**config.mk**
```make
export PLATFORM = sky130hd
export DESIGN_NAME = tdm_demux_8_flat
export DESIGN_NICKNAME = d
export VERILOG_FILES = /design/src/rtl/tdm_demux_8_if.sv /design/src/rtl/tdm_demux_8.sv /design/src/flat_wrapper.sv
export SDC_FILE = /design/constraint.sdc
export NUM_CORES = 1
export LEC_CHECK = 0
export BUFFER_PORTS_ARGS = -buffer_cell sky130_fd_sc_hd__buf_2
export CORE_MARGIN = 1.5
export CORE_UTILIZATION = 55
export CTS_CLUSTER_SIZE = 28
export DETAILED_ROUTE_END_ITERATION = 12
export HOLD_SLACK_MARGIN = 0.05
export PLACE_DENSITY = 0.87
export RECOVER_POWER = 50
export SLEW_MARGIN = 20
export SYNTH_ARGS = -nofsm -noshare
export SYNTH_HDL_FRONTEND = slang
export SYNTH_SLANG_ARGS = --single-unit
```
**constraint.sdc**
```tcl
create_clock -name clk -period 2.4 [get_ports clk]
set_input_delay 0 -clock clk [delete_from_list [all_inputs] [get_ports clk]]
set_output_delay 0 -clock clk [all_outputs]
set_load 0.02 [all_outputs]
```
**src/rtl/tdm_demux_8_if.sv**
```systemverilog
// Bus between the TDM serial sender and the 8-lane receive demultiplexer.
// The sender drives the serial word stream; the receiver returns the assembled frame and status.
interface tdm_demux_8_if #(
  parameter int WIDTH = 1
);
  logic [WIDTH-1:0]   din;
  logic               din_valid;
  logic               sof;
  logic [8*WIDTH-1:0] dout;
  logic               frame_valid;
  logic               sync_err;
  logic [2:0]         cur_lane;

  modport master (
    output din, din_valid, sof,
    input  dout, frame_valid, sync_err, cur_lane
  );

  modport slave (
    input  din, din_valid, sof,
    output dout, frame_valid, sync_err, cur_lane
  );
endinterface

```
**src/rtl/tdm_demux_8.sv**
```systemverilog
// 8-lane TDM receive demultiplexer: stages lanes 0..6, then publishes the whole frame
// on the cycle lane 7 arrives. Reports framing errors and resynchronises on sof.
module tdm_lane_reg #(
  parameter int WIDTH = 1
) (
  input  logic             clk,
  input  logic             rst_n,
  input  logic             i_we,
  input  logic [WIDTH-1:0] i_d,
  output logic [WIDTH-1:0] o_q
);
  logic [WIDTH-1:0] r_q;

  always_ff @(posedge clk or negedge rst_n) begin
    if (!rst_n)    r_q <= '0;
    else if (i_we) r_q <= i_d;
  end

  assign o_q = r_q;
endmodule

module tdm_demux_8 #(
  parameter int WIDTH = 1
) (
  input  logic         clk,
  input  logic         rst_n,
  tdm_demux_8_if.slave bus
);
  localparam int STAGED = 7;

  typedef enum logic {HUNT, COLLECT} state_t;

  state_t                             r_state;
  logic [2:0]                         r_cnt;
  logic [8*WIDTH-1:0]                 r_dout;
  logic                               r_frame_valid;
  logic                               r_sync_err;
  logic [STAGED-1:0]                  w_we;
  logic [STAGED-1:0][WIDTH-1:0]       w_stage;

  // Lane 7 is never staged: it goes straight from din into dout with lanes 0..6.
  for (genvar n = 0; n < STAGED; n++) begin : g_lane
    assign w_we[n] = bus.din_valid &
                     (bus.sof ? (n == 0) : (r_state == COLLECT && r_cnt == 3'(n)));

    tdm_lane_reg #(.WIDTH(WIDTH)) u_lane (
      .clk   (clk),
      .rst_n (rst_n),
      .i_we  (w_we[n]),
      .i_d   (bus.din),
      .o_q   (w_stage[n])
    );
  end

  always_ff @(posedge clk or negedge rst_n) begin
    if (!rst_n) begin
      r_state       <= HUNT;
      r_cnt         <= 3'd0;
      r_dout        <= '0;
      r_frame_valid <= 1'b0;
      r_sync_err    <= 1'b0;
    end else begin
      r_frame_valid <= 1'b0;
      r_sync_err    <= 1'b0;
      case (r_state)
        HUNT: begin
          if (bus.din_valid) begin
            if (bus.sof) begin
              r_cnt   <= 3'd1;
              r_state <= COLLECT;
            end else begin
              r_sync_err <= 1'b1;
            end
          end
        end
        COLLECT: begin
          if (bus.din_valid) begin
            if (bus.sof) begin
              // Early sof: drop the partial frame and restart at lane 1.
              r_sync_err <= 1'b1;
              r_cnt      <= 3'd1;
            end else if (r_cnt == 3'd7) begin
              r_dout        <= {bus.din, w_stage};
              r_frame_valid <= 1'b1;
              r_cnt         <= 3'd0;
              r_state       <= HUNT;
            end else begin
              r_cnt <= r_cnt + 3'd1;
            end
          end
        end
        default: begin
          r_state <= HUNT;
          r_cnt   <= 3'd0;
        end
      endcase
    end
  end

  assign bus.dout        = r_dout;
  assign bus.frame_valid = r_frame_valid;
  assign bus.sync_err    = r_sync_err;
  assign bus.cur_lane    = r_cnt;
endmodule

```
**src/flat_wrapper.sv**
```systemverilog
// flat-port wrapper written by rule: the top's interface ports become plain ports
module tdm_demux_8_flat 
#(
  parameter int WIDTH = 1
)
  (clk, rst_n, bus_din, bus_din_valid, bus_sof, bus_dout, bus_frame_valid, bus_sync_err, bus_cur_lane);
  tdm_demux_8_if #(.WIDTH(WIDTH)) bus_i ();
  input  logic clk;
  input  logic rst_n;
  input wire logic [$bits(bus_i.din)-1:0] bus_din;
  input wire logic [$bits(bus_i.din_valid)-1:0] bus_din_valid;
  input wire logic [$bits(bus_i.sof)-1:0] bus_sof;
  output wire logic [$bits(bus_i.dout)-1:0] bus_dout;
  output wire logic [$bits(bus_i.frame_valid)-1:0] bus_frame_valid;
  output wire logic [$bits(bus_i.sync_err)-1:0] bus_sync_err;
  output wire logic [$bits(bus_i.cur_lane)-1:0] bus_cur_lane;
  assign bus_i.din = bus_din;
  assign bus_i.din_valid = bus_din_valid;
  assign bus_i.sof = bus_sof;
  assign bus_dout = bus_i.dout;
  assign bus_frame_valid = bus_i.frame_valid;
  assign bus_sync_err = bus_i.sync_err;
  assign bus_cur_lane = bus_i.cur_lane;
  tdm_demux_8 #(.WIDTH(WIDTH)) u_core (.clk(clk), .rst_n(rst_n), .bus(bus_i));
endmodule
```
==> results.yml <==
sta:
  finalCriticalPeriod_ns: 2.07
  tightest_slew_ns: 1.07
  period_share: 0.862
  fmaxAchievable_ghz: 0.483
  setup_violations: 0
  fin_worst_skew_ns: 0.0106
  fin_tns_setup_ns: 0
  finalHoldViolations: 0
  rsz0062_at_grt: "false"
  slew_headroom: 0.285
  drv_slew: 0
synth:
  synthesis.area_um2: 1010
  synthSimpleGateAreaFrac: 0.108
  syn_inst: 76
  yosys.area.top_type: "dfrtp_1"
  muxShareOfSynthArea: 0.198
  yosysSeqAreaShare: 0.522
  synth_top_family_by_area: "multiplexers"
  ys_top_cells_by_area: "dfrtp_1, mux2_4, mux2_2, ha_1, nand2_1"
  synth_fa_ha_area_frac: 0.0745
  synth_compound_area_frac: 0.0472
  synth_area_per_cell_um2: 13.3
  synth_seq_cells: 21
  yosys_warnings: 0
  synth_cell_types: 22
  synth_nets: 87
  synth_top_area_share: 0.522
  synth_xor_area_frac: 0.00870
setup_path:
  path_class: "reg -> reg"
  endpoint_kind: "flip-flop"
  cp.arrival_ns: 2.32
  critPathLaunchType: "flip-flop"
  crit-reg2reg-capture: "u_core.bus.cur_lane[1]$_DFFE_PN0P_"
  r2r-start: "u_core.bus.cur_lane[0]$_DFFE_PN0P_"
  r2r_slack_ns: 0.33
  critPathRequiredTime_ns: 2.65
  r2r_cells: 5
  critPathMaxFanout: 6
finish:
  final_util: 0.677
  syn2layout_area_growth_pct: 16.0
  antenna_cells: 0
  nets: 111
  fillers: 141
  drive_above_1_share: 0.333
detailed_routing:
  drt-initial-drc-count: 6
  wl_met2_um: 852
  routedWlPerCell_um: 13.2
  drt-met1-wl_um: 710
  drt_pass1_iterations: 4
  wl_um: 1640
  vias_per_cell: 5.32
  dr_wl_met3_um: 63
  drcViolationCount: 0
  top_layer_used: "met4"
  num_vias: 660
  ant_nets: 0
floorplan:
  core_um2: 1730
  dieWidth_um: 45.8
  start_util: 0.583
  die_y_um: 45.8
  num_rows: 15
  io_pins: 18
  dieArea_um2: 2100
clocking:
  cts_tree: "yes"
  cts_root_buf: "clkbuf_4"
  cts_buffers: 3
  clkLatencyLatePin_ns: 0.30
  cts_max_level: 1
  clock_sinks: 21
  cts_setup_buffers: 0
  path_clk_slew_ns: 0.11
  cts_buffer_depth: 2
global_routing:
  grtUsageTotal: 0.191
  grt_pass1_wl_um: 2820
  first_global_vias: 658
  antenna_found_initial: 0
  overflow: 0
  grt_max_degree: 22
job:
  drv_cap: 0
place:
  dp_hpwl_um: 1220
  portBuffers: 17
  place_congestion: 0.748
outcome:
  outcome: "finished, final reports clean"
worst_hold_path:
  hold_class: "in -> async"
power_and_ir_drop:
  p_per_area_nw_per_um2: 750
  power_leakage_uw: 0.000624
  peakVddDrop_uv: 365
  power_uw: 877
[report_power, final]
group	switching, uW	internal (uW)	total, uW
logic	112	121	233
clock network	102	62.1	164
registers	50.2	430	480
[stage by stage]
stage                     setup slack, ns  cells  hold WS (ns)  instance area, um^2
after floorplan                     0.825     76        -0.296                 1010
after global placement              0.880    115       -0.0311                 1100
after detailed placement            0.832    115       -0.0251                 1100
after CTS                           0.333    124         0.186                 1180
after global routing                0.237    124         0.525                 1170
final                               0.331    124         0.424                 1170
[what timing repair did]
| item | 4_1_cts | 5_1_grt |
|---|---|---|
| hold buffers | 5 | 0 |
| resized for setup | 0 | 0 |
| endpoints found under the hold margin | 33 | 0 |
[worst max-delay path: stages, from the launching register on]
cell and delay [ns]:
dfrtp_1 0.46, ha_1 0.25, ha_1 0.26, o32a_1 0.37
o22ai_1 0.12, dlygate4sd3_1 0.56
[logic make-up after synthesis]
group | Yosys count
buffers and inverters | 8
muxes | 15
and+or+nand+nor | 18
xor gates and xnor gates | 1
adders and majority gates | 6
DFF | 21
AOI/OAI and AO/OA | 7
[metal layers]
metal	vias up	global-route usage
met5	-	0
met4	0	0.0686
met3	2	0.0357
met2	17	0.330
met1	333	0.238
li1	308	-
[registers in the layout (all words and copies together) (netlist names)]
name,count
u_core.bus.sync_err,1
u_core.bus.frame_valid,1
u_core.bus.dout,8
u_core.g_lane.u_lane.o_q,7
u_core.r_state,1
u_core.bus.cur_lane,3
[layout make-up]
type,instances,area [um^2],area share
flip-flops and latches,21,526,0.450
repair buffers,22,126,0.108
inverters,5,18.8,0.0161
multi-input cells,47,439,0.376
clock buffers,3,22.5,0.0193
well taps,25,31.3,0.0268
clock inverters,1,5.00,0.00428
[layout by cell type, fill, tap and decap left out, types with 3 or more instances in the layout]
cell type / count
nand2_1: 11
dfrtp_1: 21
mux2_2: 7
buf_2: 10
dlygate4sd3_1: 5
inv_1: 5
o21ai_0: 3
clkbuf_1: 7
mux2_4: 8
clkbuf_4: 3
ha_1: 6
[worst max path at each step]
stage | startpoint | to | cells after the start | slack, ns
final | u_core.bus.cur_lane[0]$_DFFE_PN0P_ | u_core.bus.cur_lane[1]$_DFFE_PN0P_ | 5 | 0.33
after global routing | u_core.bus.cur_lane[0]$_DFFE_PN0P_ | u_core.bus.cur_lane[1]$_DFFE_PN0P_ | 5 | 0.24
after CTS | u_core.bus.cur_lane[0]$_DFFE_PN0P_ | u_core.bus.cur_lane[1]$_DFFE_PN0P_ | 5 | 0.33
after detailed placement | u_core.bus.cur_lane[0]$_DFFE_PN0P_ | u_core.bus.dout[1]$_DFFE_PN0P_ | 4 | 0.83
after global placement | u_core.bus.cur_lane[0]$_DFFE_PN0P_ | u_core.bus.dout[1]$_DFFE_PN0P_ | 4 | 0.88
after floorplan | u_core.bus.cur_lane[0]$_DFFE_PN0P_ | u_core.g_lane[0].u_lane.o_q$_DFFE_PN0P_ | 5 | 0.82
[synth_stat cells]
cell	count
o22ai_1	1
nand2_4	1
mux2_2	7
and3b_2	1
dfrtp_1	21
and3b_1	1
a22o_1	1
and4bb_2	1
o21ai_0	3
ha_1	6
and4b_2	1
nor3b_1	1
o32a_1	1
xnor2_1	1
and2_1	1
o31ai_1	1
buf_6	1
mux2_4	8
nand2_1	11
buf_2	1
buf_4	1
inv_1	5
Power figures use the tool's default switching activity.
